<file path="src/rtl/jt49_env_gen.sv">
// jt49_env_gen: YM2149-style 32-step envelope generator with period divider and CONT/ATT/ALT/HOLD shapes
module jt49_env_gen (
  input  logic        clk,
  input  logic        rst_n,
  input  logic        cen,
  input  logic [15:0] eg_period,
  input  logic [3:0]  eg_shape,
  input  logic        eg_restart,
  output logic [4:0]  env,
  output logic        env_step,
  output logic        env_held
);
  typedef enum logic {RUN, HOLD} st_t;
  st_t         st, st_n;
  logic [15:0] cnt, cnt_n;
  logic [4:0]  base, base_n, base_inc, env_n;
  logic        dir, dir_n, step_n;
  logic [15:0] per;
  logic        cont, att, alt, hold, tc;
  assign {cont, att, alt, hold} = eg_shape;
  assign per      = (eg_period == 16'd0) ? 16'd1 : eg_period;
  assign tc       = cnt >= per - 16'd1;
  assign base_inc = base + 5'd1;
  assign env_held = (st == HOLD);
  // state register: divider, step counter, direction, level and step strobe
  always_ff @(posedge clk) begin
    if (!rst_n) begin
      st       <= HOLD;
      cnt      <= '0;
      base     <= '0;
      dir      <= 1'b0;
      env      <= '0;
      env_step <= 1'b0;
    end else begin
      st       <= st_n;
      cnt      <= cnt_n;
      base     <= base_n;
      dir      <= dir_n;
      env      <= env_n;
      env_step <= step_n;
    end
  end
  // next state: restart wins over a coincident tick; end of cycle resolved by shape bits
  always_comb begin
    st_n   = st;
    cnt_n  = cnt;
    base_n = base;
    dir_n  = dir;
    env_n  = env;
    step_n = 1'b0;
    if (eg_restart) begin
      st_n   = RUN;
      cnt_n  = '0;
      base_n = '0;
      dir_n  = att;
      env_n  = att ? 5'd0 : 5'd31;
    end else if (st == RUN && cen) begin
      if (!tc) begin
        cnt_n = cnt + 16'd1;
      end else begin
        cnt_n  = '0;
        step_n = 1'b1;
        if (base != 5'd31) begin
          base_n = base_inc;
          env_n  = dir ? base_inc : ~base_inc;
        end else if (!cont) begin
          st_n  = HOLD;
          env_n = 5'd0;
        end else if (hold) begin
          st_n  = HOLD;
          env_n = (att ^ alt) ? 5'd31 : 5'd0;
        end else begin
          base_n = '0;
          dir_n  = dir ^ alt;
          env_n  = (dir ^ alt) ? 5'd0 : 5'd31;
        end
      end
    end
  end
endmodule

</file>
<file path="config.mk">
export PLATFORM = sky130hd
export DESIGN_NAME = jt49_env_gen
export DESIGN_NICKNAME = d
export VERILOG_FILES = /design/src/rtl/jt49_env_gen.sv
export SDC_FILE = /design/constraint.sdc
export NUM_CORES = 1
export LEC_CHECK = 0
export BUFFER_PORTS_ARGS = -buffer_cell sky130_fd_sc_hd__buf_2
export CAP_MARGIN = 40
export CORE_MARGIN = 2
export CORE_UTILIZATION = 44
export DETAILED_ROUTE_END_ITERATION = 16
export PLACE_DENSITY = 0.74
export SYNTH_ARGS = -nofsm -noshare
export SYNTH_HDL_FRONTEND = slang
export SYNTH_SLANG_ARGS = --single-unit
</file>
<file path="constraint.sdc">
create_clock -name clk -period 11.2 [get_ports clk]
set_input_delay 3.36 -clock clk [delete_from_list [all_inputs] [get_ports clk]]
set_output_delay 3.36 -clock clk [all_outputs]
set_load 0.02 [all_outputs]
</file>
==> impl_metrics.sql, run 1 <==
INSERT INTO impl_metrics (metric_group, metric, value, unit) VALUES
('setup_path', 'crit_family', 'simple AND/OR/NAND/NOR gates', ''),
('routing', 'detailed_routing_wirelength_on_met1', '2.34', 'mm'),
('setup_path', 'crit_type', 'in2reg', ''),
('timing', 'fin_crit_sh', '0.673', ''),
('flow_run', 'max-cap-violations', '0', ''),
('routing', 'first_pass_iteration_count_of_the_detailed_router', '4', ''),
('grt', 'grt_util_all_layers', '0.183', ''),
('timing', 'setup-tns-final', '0', 'ns'),
('routing', 'routed_wire_length_per_instance', '12.8', 'um'),
('routing', 'detail_route.iter0.violations', '206', ''),
('min_path', 'hold_path_class', 'reg2reg', ''),
('power', 'vdd.ir_drop.worst', '0.0507', 'mV'),
('clock_tree', 'clk_transition_reported_paths', '0.06', 'ns'),
('cells_and_area', 'antenna_cells_inserted', '0', ''),
('clock_tree', 'cts_inserted_buffers', '5', ''),
('die', 'fp.coreArea', '0.00472', 'mm^2'),
('clock_tree', 'cts_hold_buffers', '0', ''),
('clock_tree', 'cts.repair.resized', '0', ''),
('grt', 'largest_net_degree_at_the_start_of_global_routing', '18', ''),
('synth', 'synthFlopType', 'sky130_fd_sc_hd__dfxtp_1', ''),
('clock_tree', 'clock_sink_count', '29', ''),
('clock_tree', 'cts_tree', 'built', ''),
('setup_path', 'timing.critical_path.slowest_stage_cell', 'sky130_fd_sc_hd__or4_1', ''),
('setup_path', 'cp_max_fo', '16', ''),
('setup_path', 'critical_path.cell_chain', 'buf_2 -> or4_1 -> nor4_1 -> nand3b_1 -> or2_2 -> nor2b_1 -> ha_1 -> inv_1 -> nor4_2 -> inv_1 -> nor2_1 -> xnor2_1 -> ha_1 -> nand4_1 -> or4_1 -> a221o_2 -> a31oi_4 -> a221o_1', ''),
('clock_tree', 'root_buffer', 'sky130_fd_sc_hd__clkbuf_8', ''),
('grt', 'first_global_vias', '1685', ''),
('synth', 'top_cells_by_count_synth', '29 x sky130_fd_sc_hd__dfxtp_1, 25 x sky130_fd_sc_hd__nand2_1, 25 x sky130_fd_sc_hd__nor3_1', ''),
('placement', 'dp.final_hpwl', '3.52', 'mm'),
('synth', 'syn_avg_cell_area', '8.15', 'um^2'),
('run_status', 'result_of_the_run', 'finished clean', ''),
('cells_and_area', 'final_util', '0.517', ''),
('timing', 'max_slew_violations', '0', ''),
('setup_path', 'critPathMaxStageDelay', '0.60', 'ns'),
('clock_tree', 'cts.path.max_buffers', '2', ''),
('timing', 'max_slew.worst_pin.slew', '0.867', 'ns'),
('routing', 'route.final.wire_length', '4.62', 'mm'),
('cells_and_area', 'fraction_of_layout_instances_using_a_drive_strength_above_1', '0.146', ''),
('setup_path', 'cp_num_buf_inv', '3', ''),
('routing', 'remaining_drc_errors', '0', ''),
('power', 'internal_power', '164', 'uW'),
('power', 'power.switching', '55.2', 'uW'),
('synth', 'seq_area_frac_synth', '0.270', ''),
('timing', 'setup_viol', '0', ''),
('cells_and_area', 'areaGrowthSynthToFinish', '13.5', '%'),
('synth', 'yosysTopAreaCell', 'sky130_fd_sc_hd__dfxtp_1', ''),
('die', 'fp.dieW', '73.9', 'um'),
('synth', 'ys_warns', '0', ''),
('die', 'die_y', '73.9', 'um'),
('placement', 'numPortBuffers', '30', ''),
('power', 'cellLeakagePower', '0.000927', 'uW'),
('cells_and_area', 'fin_nets', '339', ''),
('setup_path', 'worst_setup_path_start_kind', 'input pin', ''),
('routing', 'detailroute.wirelength.met3', '221', 'um'),
('synth', 'yosysUniqueCellTypes', '43', ''),
('grt', 'grt_remaining_overflow', '0', ''),
('synth', 'post-synth-top-area-fraction', '0.270', ''),
('routing', 'drt-vias-per-instance', '5.47', ''),
('synth', 'total_nets_after_synthesis', '308', ''),
('timing', 'slew_headroom', '0.420', ''),
('grt', 'grt_pass1_wl', '7.77', 'mm'),
('clock_tree', 'worst_skew_pair.late_latency', '0.28', 'ns'),
('placement', 'routabilityCongestion', '0.838', ''),
('routing', 'dr.max_layer_used', 'met4', ''),
('routing', 'wire_length_on_met2', '1.98', 'mm'),
('clock_tree', 'postCtsSetupRepairBufs', '0', ''),
('timing', 'final_period_minus_worst_setup_slack', '7.53', 'ns'),
('power', 'pwr_density_cell', '90.0', 'mW/mm^2'),
('timing', 'grt_setup_unrepaired', 'no', ''),
('setup_path', 'critical_path.endpoint_type', 'flop', ''),
('setup_path', 'timing.critical_path.required', '11.42', 'ns');
[area by class of cell]
type / instances / area [um^2]
timing repair buffer: 30 / 150
clock buffer: 7 / 86.3
tap: 67 / 83.8
multi-input combinational: 216 / 1490
inverter: 13 / 48.8
fill: 464 / 2280
sequential: 29 / 581
[final timing paths]
| kind | startpoint | endpoint | slack, ns | cells after the start |
|---|---|---|---|---|
| worst max register to register | cnt[13] | env_held | 8.64 | 6 |
| worst max-delay path | eg_period[2] | env_held | 3.67 | 18 |
| worst min register to register | base[4] | base[4] | 0.47 | 2 |
| worst min-delay path | base[4] | base[4] | 0.47 | 2 |
[power by group through the flow]
stage / logic (uW) / registers, uW / clock network [uW]
global placement: 26.4 / 108 / 0
CTS: 27.1 / 106 / 87.3
detailed placement: 26.9 / 108 / 0
finish: 27.1 / 106 / 86.6
floorplan: 15.1 / 109 / 0
global route: 30.9 / 106 / 92.0
[per-stage QoR]
| stage | power [uW] | setup WS, ns | cells |
|---|---|---|---|
| final | 220 | 3.67 | 362 |
| after global routing | 229 | 3.36 | 362 |
| after CTS | 220 | 3.67 | 362 |
| after detailed placement | 135 | 3.40 | 355 |
| after global placement | 135 | 3.50 | 355 |
| after floorplan | 125 | 3.94 | 264 |
[flip-flops by register name, indices dropped and copies added (netlist names)]
register,count
dir,1
env_held,1
base,5
env_step,1
cnt,16
env,5
[cell usage in the layout (no fill, tap or decap), types with 2 or more instances in the layout]
master / netlist / routed
sky130_fd_sc_hd__or2_2: 2 / 2
sky130_fd_sc_hd__o31ai_1: 2 / 2
sky130_fd_sc_hd__a311oi_1: 4 / 4
sky130_fd_sc_hd__nand2b_1: 4 / 4
sky130_fd_sc_hd__nor4_1: 4 / 4
sky130_fd_sc_hd__o2bb2ai_1: 5 / 5
sky130_fd_sc_hd__nand4_1: 5 / 5
sky130_fd_sc_hd__a31oi_1: 3 / 3
sky130_fd_sc_hd__and2_1: 2 / 2
sky130_fd_sc_hd__or3_1: 4 / 4
sky130_fd_sc_hd__and3_1: 3 / 3
sky130_fd_sc_hd__nand3_1: 6 / 6
sky130_fd_sc_hd__nor2_1: 18 / 18
sky130_fd_sc_hd__a22oi_1: 3 / 3
sky130_fd_sc_hd__a21oi_1: 15 / 15
sky130_fd_sc_hd__xnor2_1: 21 / 21
sky130_fd_sc_hd__clkbuf_8: 0 / 6
sky130_fd_sc_hd__nor2b_1: 3 / 3
sky130_fd_sc_hd__o21ai_0: 6 / 6
sky130_fd_sc_hd__dfxtp_1: 29 / 29
sky130_fd_sc_hd__buf_2: 0 / 30
sky130_fd_sc_hd__o21a_1: 3 / 3
sky130_fd_sc_hd__or4_1: 5 / 5
sky130_fd_sc_hd__inv_1: 13 / 13
sky130_fd_sc_hd__ha_1: 20 / 20
sky130_fd_sc_hd__nand2_1: 25 / 25
sky130_fd_sc_hd__nor3_1: 25 / 25
sky130_fd_sc_hd__xor2_1: 13 / 13
[worst register-to-register path, cell delays in order, from the launching register on]
cell                      delay, ns
sky130_fd_sc_hd__dfxtp_1       0.35
sky130_fd_sc_hd__ha_1          0.31
sky130_fd_sc_hd__nand4_1       0.17
sky130_fd_sc_hd__or4_1         0.58
sky130_fd_sc_hd__a221o_2       0.42
sky130_fd_sc_hd__a31oi_4       0.45
sky130_fd_sc_hd__a221o_1       0.22
[kinds of logic after synthesis]
family                   synth area share
AND/OR/NAND/NOR                     0.256
flip-flops                          0.270
adder cells (fa/ha/maj)             0.116
multiplexers                      0.00465
buffers and inverters              0.0367
XOR/XNOR                            0.138
AO/OA/AOI/OAI                       0.178
[layer usage]
| metal | up-vias | GRT usage |
|---|---|---|
| met5 | - | 0 |
| met4 | 0 | 0.0788 |
| met3 | 5 | 0.0316 |
| met2 | 50 | 0.272 |
| met1 | 899 | 0.259 |
| li1 | 1025 | - |
Power figures use the tool's default switching activity.
==> run 2, diff against run 1 <==
--- a/config.mk
+++ b/config.mk
@@ -10,7 +10,7 @@
 export CORE_MARGIN = 2
 export CORE_UTILIZATION = 44
 export DETAILED_ROUTE_END_ITERATION = 16
-export PLACE_DENSITY = 0.74
+export PLACE_DENSITY = 0.76
 export SYNTH_ARGS = -nofsm -noshare
 export SYNTH_HDL_FRONTEND = slang
 export SYNTH_SLANG_ARGS = --single-unit
==> constraint.sdc (replaced) <==
create_clock -name clk -period 6.3 [get_ports clk]
set_input_delay 1.89 -clock clk [delete_from_list [all_inputs] [get_ports clk]]
set_output_delay 1.89 -clock clk [all_outputs]
set_load 0.02 [all_outputs]
==> run 2 against run 1 <==
Effect of this change: total power grew 83%; design area grew 2.1%; count of clock-buffer cells in the layout unchanged; global-route usage decreased by 0.37 points; combinational power grew 77%; clock skew is 0.00068 ns higher; clock power grew 92%; critical endpoint is now env[1]; sequential cell count unchanged; sequential power up 78%; largest cell class unchanged; final cell count rose by 1.1%; worst hold slack got worse by 0.0019 ns.
==> impl_metrics.sql, run 2 (synthesis results as in run 1) <==
INSERT INTO impl_metrics (metric_group, metric, value, unit) VALUES
('run_status', 'result_of_the_run', 'finished clean', ''),
('grt', 'first_global_vias', '1743', ''),
('clock_tree', 'postCtsSetupRepairBufs', '0', ''),
('grt', 'largest_net_degree_at_the_start_of_global_routing', '18', ''),
('routing', 'remaining_drc_errors', '0', ''),
('clock_tree', 'worst_skew_pair.late_latency', '0.27', 'ns'),
('timing', 'setup_viol', '0', ''),
('timing', 'final_period_minus_worst_setup_slack', '5.87', 'ns'),
('die', 'fp.dieW', '73.9', 'um'),
('die', 'dieArea', '0.00546', 'mm^2'),
('cells_and_area', 'largest_register_ffs', '16', ''),
('cells_and_area', 'layout.cells.most_common', 'sky130_fd_sc_hd__buf_2', ''),
('power', 'total_power_draw', '402', 'uW'),
('cells_and_area', 'final.fill_count', '461', ''),
('routing', 'drt.antenna.violating_nets', '0', ''),
('timing', 'max_slew.worst_pin.slew', '0.806', 'ns'),
('power', 'cellLeakagePower', '0.000955', 'uW'),
('timing', 'grt_setup_unrepaired', 'no', ''),
('cells_and_area', 'antenna_cells_inserted', '0', ''),
('flow_run', 'max-cap-violations', '0', ''),
('clock_tree', 'cts_hold_buffers', '0', ''),
('setup_path', 'cp_max_fo', '8', ''),
('setup_path', 'crit_type', 'in2reg', ''),
('routing', 'detail_route.iter0.violations', '132', ''),
('clock_tree', 'clk_transition_reported_paths', '0.06', 'ns'),
('timing', 'timing_hold_violations_final', '0', ''),
('timing', 'slew_headroom', '0.462', ''),
('clock_tree', 'cts_inserted_buffers', '5', ''),
('setup_path', 'worst_setup_path_start_kind', 'input pin', ''),
('cells_and_area', 'fraction_of_layout_instances_using_a_drive_strength_above_1', '0.161', ''),
('grt', 'grt_remaining_overflow', '0', ''),
('timing', 'max_slew_violations', '0', ''),
('setup_path', 'rr_startpoint', 'base[0]', ''),
('cells_and_area', 'layout_top_registers', 'cnt x16, base x5, env x5', ''),
('routing', 'drt-vias-per-instance', '5.50', ''),
('die', 'rows', '25', ''),
('routing', 'first_pass_iteration_count_of_the_detailed_router', '4', ''),
('clock_tree', 'cts.repair.resized', '0', ''),
('die', 'fp.coreArea', '0.00472', 'mm^2'),
('setup_path', 'critPathLaunch', 'eg_period[2]', ''),
('cells_and_area', 'finish.cell_count_without_fillers', '366', ''),
('power', 'pwr_density_cell', '162', 'mW/mm^2'),
('routing', 'route.final.wire_length', '4.57', 'mm'),
('placement', 'dp.final_hpwl', '3.62', 'mm'),
('die', 'floorplan.initialDensity', '0.455', ''),
('setup_path', 'critical_path.cell_chain', 'buf_2 -> or4_1 -> nor4_1 -> nand3b_1 -> or2_2 -> nor2b_1 -> ha_1 -> inv_1 -> nor4_2 -> inv_1 -> nor2_1 -> xnor2_1 -> ha_1 -> nand4_1 -> or4_1 -> a221o_2 -> a31oi_1 -> a22oi_1', ''),
('clock_tree', 'root_buffer', 'sky130_fd_sc_hd__clkbuf_8', ''),
('setup_path', 'timing.critical_path.slowest_stage_cell', 'sky130_fd_sc_hd__or4_1', ''),
('cells_and_area', 'areaGrowthSynthToFinish', '15.8', '%'),
('die', 'top_level_ports', '31', ''),
('power', 'vdd.ir_drop.worst', '0.0697', 'mV'),
('grt', 'grt_pass1_wl', '7.76', 'mm'),
('clock_tree', 'clock_sink_count', '29', ''),
('grt', 'grt_util_all_layers', '0.179', ''),
('routing', 'routed_wire_length_per_instance', '12.5', 'um'),
('cells_and_area', 'fin_nets', '342', ''),
('cells_and_area', 'final_cell_mix', '30 x sky130_fd_sc_hd__buf_2, 29 x sky130_fd_sc_hd__dfxtp_1, 25 x sky130_fd_sc_hd__nor3_1, 25 x sky130_fd_sc_hd__nand2_1, 21 x sky130_fd_sc_hd__xnor2_1', ''),
('setup_path', 'critical_path.endpoint_type', 'flop', ''),
('setup_path', 'crit_arrival', '6.00', 'ns'),
('die', 'die_y', '73.9', 'um'),
('clock_tree', 'cts_tree', 'built', ''),
('timing', 'max_freq', '170', 'MHz'),
('setup_path', 'critPathMaxStageDelay', '0.60', 'ns'),
('clock_tree', 'cts.path.max_buffers', '2', ''),
('routing', 'via_count', '2014', ''),
('timing', 'worst_clock_skew', '0.00559', 'ns'),
('cells_and_area', 'registers.top_by_ff_count', 'cnt', ''),
('min_path', 'timing.hold.worst.start', 'base[4]', ''),
('setup_path', 'timing.critical_path.required', '6.43', 'ns'),
('timing', 'setup-tns-final', '0', 'ns'),
('timing', 'fin_crit_sh', '0.932', ''),
('clock_tree', 'htree_levels', '2', ''),
('min_path', 'hold_path_class', 'reg2reg', ''),
('grt', 'number_of_antenna_violations_at_the_first_check_in_global_routing', '0', ''),
('placement', 'routabilityCongestion', '0.810', ''),
('placement', 'numPortBuffers', '30', ''),
('placement', 'dp.cells', '358', '');
## run 2: cell count changes in the layout (fill, tap and decap cells not counted), sizes merged
cell	previous run	this run
buf	30	33
clkinv	0	1
## run 2: routing by layer
metal | vias up | GRT usage | routed length, um | share of wire
li1 | 1031 | - | - | -
met1 | 940 | 0.251 | 2290 | 0.50
met2 | 37 | 0.282 | 2090 | 0.46
met3 | 6 | 0.0219 | 137 | 0.030
met4 | 0 | 0.0667 | 56 | 0.012
met5 | - | 0 | 0 | 0
## run 2: final timing paths
| kind | slack (ns) | cells past startpoint | end |
|---|---|---|---|
| worst max-delay path | 0.43 | 18 | env[1] |
| worst max register to register | 3.89 | 7 | env[1] |
| worst min register to register | 0.47 | 2 | base[4] |
| worst min-delay path | 0.47 | 2 | base[4] |
## run 2: cell type report
cell class                 instances  area [um^2]  area share
multi-input combinational        216         1490       0.599
sequential                        29          581       0.233
timing repair buffer              33          185      0.0743
clock buffer                       7         96.3      0.0387
tap                               67         83.8      0.0337
inverter                          13         48.8      0.0196
clock inverter                     1         5.00     0.00201
## run 2: stage by stage
step                      setup WS [ns]  utilization  cell area (um^2)  hold slack (ns)
after floorplan                   0.508            -              2150            0.439
after global placement            0.236        0.506              2390            0.448
after detailed placement          0.138        0.506              2390            0.466
after CTS                         0.425        0.527              2490            0.475
after global routing              0.105        0.527              2490            0.504
final                             0.427        0.527              2490            0.470
## run 2: power breakdown
group          internal [uW]  switching [uW]  total [uW]
Sequential               186            2.32         189
Combinational           19.6            28.5        48.1
Clock                   98.5            67.1         166
## run 2: worst max-delay path: cells and delay by family
kind / cells / cell delay (ns)
AO/OA/AOI/OAI: 3 / 0.87
adder cells (fa/ha/maj): 2 / 0.47
AND/OR/NAND/NOR: 9 / 2.34
buffers and inverters: 3 / 0.30
XOR/XNOR: 1 / 0.12
